==> src/rtl/nios_lcd_cmd_sequencer.sv <==
// nios_lcd_cmd_sequencer: turns PIO command words into timed HD44780 write cycles with busy/overflow status.
// Optional LCD_SEQ_PWR_CTRL_EN: lcd_on/lcd_blon follow cmd_in[13]/[14] instead of being tied high.
module nios_lcd_cmd_sequencer #(
  parameter int SETUP_CYC     = 4,
  parameter int PULSE_CYC     = 12,
  parameter int HOLD_CYC      = 4,
  parameter int WAIT_CYC      = 2000,
  parameter int LONG_WAIT_CYC = 82000,
  parameter int CNT_W         = 17
) (
  input  logic        clk,
  input  logic        reset_n,
  input  logic [16:0] cmd_in,
  output logic [7:0]  lcd_data,
  output logic        lcd_rs,
  output logic        lcd_rw,
  output logic        lcd_en,
  output logic        lcd_on,
  output logic        lcd_blon,
  output logic        busy,
  output logic        overflow
);
  typedef enum logic [2:0] {IDLE, SETUP, PULSE, HOLD, WAIT} state_t;
  state_t             state, state_n;
  logic [CNT_W-1:0]   cnt, cnt_n;
  logic [8:0]         pend_word;
  logic               go_q, pending, req, start, long_cmd;
  assign req      = cmd_in[16] ^ go_q;
  // a buffered request launches straight out of WAIT, or from IDLE if caught in the last WAIT cycle
  assign start    = (state == IDLE && (pending || req)) || (state == WAIT && cnt == '0 && pending);
  assign long_cmd = !lcd_rs && lcd_data[7:2] == 6'd0 && lcd_data[1:0] != 2'd0;
  assign lcd_en   = state == PULSE;
  assign lcd_rw   = 1'b0;
  assign busy     = state != IDLE || pending;
  always_comb begin
    state_n = state;
    cnt_n   = cnt;
    if (start) begin
      state_n = SETUP;
      cnt_n   = CNT_W'(SETUP_CYC - 1);
    end else if (state != IDLE && cnt != '0) begin
      cnt_n = cnt - 1'b1;
    end else begin
      case (state)
        SETUP: begin state_n = PULSE; cnt_n = CNT_W'(PULSE_CYC - 1); end
        PULSE: begin state_n = HOLD;  cnt_n = CNT_W'(HOLD_CYC - 1); end
        HOLD:  begin state_n = WAIT;  cnt_n = long_cmd ? CNT_W'(LONG_WAIT_CYC - 1) : CNT_W'(WAIT_CYC - 1); end
        WAIT:  state_n = IDLE;
        default: ;
      endcase
    end
  end
  always_ff @(posedge clk or negedge reset_n) begin
    if (!reset_n) begin
      state     <= IDLE;
      cnt       <= '0;
      go_q      <= 1'b0;
      pending   <= 1'b0;
      pend_word <= '0;
      overflow  <= 1'b0;
      lcd_data  <= '0;
      lcd_rs    <= 1'b0;
    end else begin
      go_q  <= cmd_in[16];
      state <= state_n;
      cnt   <= cnt_n;
      if (start) {lcd_rs, lcd_data} <= pending ? pend_word : cmd_in[8:0];
      if (req && pending) overflow <= 1'b1;
      else if (cmd_in[15]) overflow <= 1'b0;
      if (req && !pending && state != IDLE) begin
        pending   <= 1'b1;
        pend_word <= cmd_in[8:0];
      end else if (start && pending) begin
        pending <= 1'b0;
      end
    end
  end
`ifdef LCD_SEQ_PWR_CTRL_EN
  logic unused_bits;
  assign unused_bits = &{1'b0, cmd_in[12:9]};
  always_ff @(posedge clk or negedge reset_n) begin
    if (!reset_n) begin
      lcd_on   <= 1'b0;
      lcd_blon <= 1'b0;
    end else begin
      lcd_on   <= cmd_in[13];
      lcd_blon <= cmd_in[14];
    end
  end
`else
  logic unused_bits;
  assign unused_bits = &{1'b0, cmd_in[14:9]};
  assign lcd_on   = 1'b1;
  assign lcd_blon = 1'b1;
`endif
endmodule

==> config.mk <==
export PLATFORM = sky130hd
export DESIGN_NAME = nios_lcd_cmd_sequencer
export DESIGN_NICKNAME = d
export VERILOG_FILES = /design/src/rtl/nios_lcd_cmd_sequencer.sv
export SDC_FILE = /design/constraint.sdc
export NUM_CORES = 1
export LEC_CHECK = 0
export BUFFER_PORTS_ARGS = -buffer_cell sky130_fd_sc_hd__buf_2
export CAP_MARGIN = 20
export CORE_MARGIN = 2
export CORE_UTILIZATION = 48
export CTS_BUF_LIST = sky130_fd_sc_hd__clkbuf_4 sky130_fd_sc_hd__clkbuf_8 sky130_fd_sc_hd__clkbuf_16
export CTS_CLUSTER_DIAMETER = 200
export DETAILED_ROUTE_END_ITERATION = 10
export PLACE_DENSITY = 0.81
export SLEW_MARGIN = 40
export SYNTH_ARGS = -nofsm -noshare
export SYNTH_HDL_FRONTEND = slang
export SYNTH_SLANG_ARGS = --single-unit
==> constraint.sdc <==
create_clock -name clk -period 4.3 [get_ports clk]
set_input_delay 0.215 -clock clk [delete_from_list [all_inputs] [get_ports clk]]
set_output_delay 0.215 -clock clk [all_outputs]
set_load 0.01 [all_outputs]
==> reports/metrics.csv <==
stage;metric;value;unit
sta;Max-slew headroom;45.4;%
floorplan;Starting Density;49.7;%
grt;global-route wire length before repair;7580;um
detailed_routing;Post-route DRC;0;
synth;Post-Synthesis Cells;217;
synth;share of synthesized registers carrying an async set or reset;100;%
cells_and_area;most frequent cells in the layout;dfrtp_1 (41), nand2_1 (25), buf_2 (23);
synth;#FFs+latches synth;41;
cells_and_area;fraction of layout cells with a size suffix above 1;21.4;%
setup_path;CP Data Required Time;4.46;ns
placed_design;Final HPWL DP;2900;um
sta;Final min period;2.51;ns
clocking;cts repair resizes;0;
grt;initial antenna violation count;0;
floorplan;Core ar.;4320;um2
sta;Setup violations, final;0;
floorplan;die width;70.9;um
setup_path;CP max FO;18;
sta;fin. max-slew vios;0;
clocking;Sink Count;41;
power_and_ir_drop;worst vdd ir;0.238;mV
clocking;# Post-CTS Setup Buffers;0;
placed_design;number of I/O port buffers;24;
detailed_routing;DR iter-0 viols;172;
clocking;Inserted Clock Buffers;5;
sta;clock skew;0.00525;ns
synth;Post-synth EDFFs;0;
cells_and_area;Antenna Cells;0;
setup_path;CP startpoint kind;flop;
synth;synthesized area;2150;um2
setup_path;CP Capture Type;flop;
synth;synthesized area per cell;9.91;um2
grt;GRT overflow;0;
synth;Main synth FF type;dfrtp_1;
job;Max Cap Violations;0;
setup_path;crit path DAT;2.68;ns
synth;count of different cell masters after synthesis;47;
sta;Max Clock Freq;398;MHz
synth;register area share after synthesis;47.7;%
setup_path;CP Class;reg -> reg;
floorplan;row count;24;
cells_and_area;layout overhead on the synthesized area;8.27;%
clocking;CTS tree;done;
cells_and_area;commonest non-fill, non-tap cell in the layout;dfrtp_1;
clocking;H-tree levels;2;
detailed_routing;Pre-Repair DR Iteration Count;4;
power_and_ir_drop;total power;0.810;mW
sta;Least-Margin Pin Slew;0.815;ns
sta;setup_tns;0;ns
detailed_routing;WL/cell;14.3;um
clocking;clk_lat worst skew;0.29;ns
placed_design;GPL Wtd Cong;0.845;
status;outcome;completed;
power_and_ir_drop;PD cells;348;nW/um2
power_and_ir_drop;Leak;1.01;nW
detailed_routing;Via Count;1652;
sta;crit share post-route;58.4;%
grt;gr usage total;18.9;%
worst_hold_path;hold crit path type;in -> reg;
detailed_routing;Antenna Violating Nets Remaining;0;
cells_and_area;Layout Nets;258;
grt;vias in the first global route;1638;
grt;largest net degree at the start of global routing;42;
detailed_routing;DR vias/cell;5.70;
floorplan;boundary pin count;34;
clocking;root buffer cell;clkbuf_8;
clocking;Reg clk slew, reported paths;0.08;ns
detailed_routing;Routed Wire Length;4150;um
synth;Synth Warn #;0;
sta;RSZ-0062 raised after global routing;false;
clocking;CTS max path bufs;2;
floorplan;die area;5030;um2
sta;Final Hold Viols;0;
floorplan;die height;70.9;um
## Yosys cell counts (2+ instances only)
master | number | area [um2]
o31ai_1 | 2 | 15.0
nor2_1 | 14 | 52.6
dfrtp_1 | 41 | 1030
buf_6 | 7 | 78.8
a21o_1 | 3 | 22.5
and2_1 | 2 | 12.5
clkbuf_1 | 2 | 7.51
mux2_2 | 9 | 101
o21ai_0 | 16 | 80.1
o21ai_1 | 10 | 50.1
nor3_1 | 7 | 35.0
mux2i_1 | 9 | 90.1
nand2_1 | 25 | 93.8
a21oi_1 | 9 | 45.0
or3_1 | 2 | 12.5
buf_4 | 3 | 22.5
a31oi_1 | 5 | 31.3
ha_1 | 2 | 25.0
nor4_1 | 3 | 18.8
nand2_2 | 2 | 12.5
conb_1 | 2 | 7.51
xnor2_1 | 2 | 17.5
nand3_1 | 7 | 35.0
inv_1 | 8 | 30.0
o311ai_0 | 3 | 26.3
## state kept, by name, summed over array words and instances, names as in the netlist
name / count
cnt: 17
pend_word: 9
lcd_data: 8
state: 3
go_q: 1
lcd_rs: 1
overflow: 1
pending: 1
## final timing paths
check	cells past startpoint	to	from	slack (ns)
max	8	cnt[10]$_DFFE_PN0P_	cnt[0]$_DFFE_PN0P_	1.79
min	1	go_q$_DFF_PN0_	cmd_in[16]	0.06
max reg2reg	8	cnt[10]$_DFFE_PN0P_	cnt[0]$_DFFE_PN0P_	1.79
min reg2reg	2	lcd_data[1]$_DFFE_PN0N_	lcd_data[1]$_DFFE_PN0N_	0.51
max in group asynchronous	2	pend_word[1]$_DFFE_PN0P_	reset_n	3.51
min in group asynchronous	2	cnt[5]$_DFFE_PN0P_	reset_n	0.45
## area by class of cell
| cell class | instances | area [um2] |
|---|---|---|
| flip-flops and latches | 41 | 1030 |
| multi-input cells | 156 | 987 |
| inverters | 8 | 30.0 |
| well taps | 52 | 65.1 |
| fillers | 389 | 2000 |
| repair buffers | 25 | 133 |
| clock inverters | 2 | 10.0 |
| clock buffers | 6 | 76.3 |
## metrics by stage
stage | instance area [um2] | util (%) | cells | setup WS, ns | hold WS, ns
2_1_floorplan | 2150 | - | 218 | 2.39 | -0.0806
3_3_place_gp | 2220 | 51.4 | 281 | 1.79 | 0.350
3_5_place_dp | 2230 | 51.6 | 281 | 1.84 | 0.224
4_1_cts | 2330 | 53.8 | 290 | 1.79 | 0.0488
5_1_grt | 2330 | 53.8 | 290 | 1.51 | 0.0551
6_report | 2330 | 53.8 | 290 | 1.79 | 0.0590
## critical path: stages (launching register included)
cell,delay [ns]
dfrtp_1,0.41
inv_1,0.12
ha_1,0.15
nor4b_1,0.31
and3_1,0.35
a21o_1,0.50
o21ai_0,0.26
o311ai_0,0.16
nand3_1,0.12
## power breakdown
part           leakage, nW  switching, mW  internal, mW
logic                0.481         0.0431        0.0615
clock network       0.0484          0.127         0.119
registers            0.477         0.0281         0.431
total                 1.01          0.198         0.612
## routing by layer
metal / track usage [%] / share of wire (%)
met1: 26.2 / 46
met2: 28.9 / 48
met3: 4.70 / 4.6
met4: 7.13 / 0.91
met5: 0 / 0
## cell families (layout without fill, tap and decap cells)
logic type | after synthesis | after routing | share of synthesized area (%)
simple gates | 70 | 70 | 16.1
compound gates | 61 | 61 | 18.2
flops | 41 | 41 | 47.7
buf+inv | 21 | 41 | 6.69
mux | 18 | 18 | 8.91
fa+ha+maj | 2 | 2 | 1.16
other cells | 2 | 3 | 0.349
xor+xnor | 2 | 2 | 0.815
## what timing repair did
item | CTS | global route
endpoints found under the setup margin | 0 | 0
hold buffers | 1 | 0
hold endpoints to repair | 41 | 0
No activity file was read; power rests on OpenSTA's default activity.
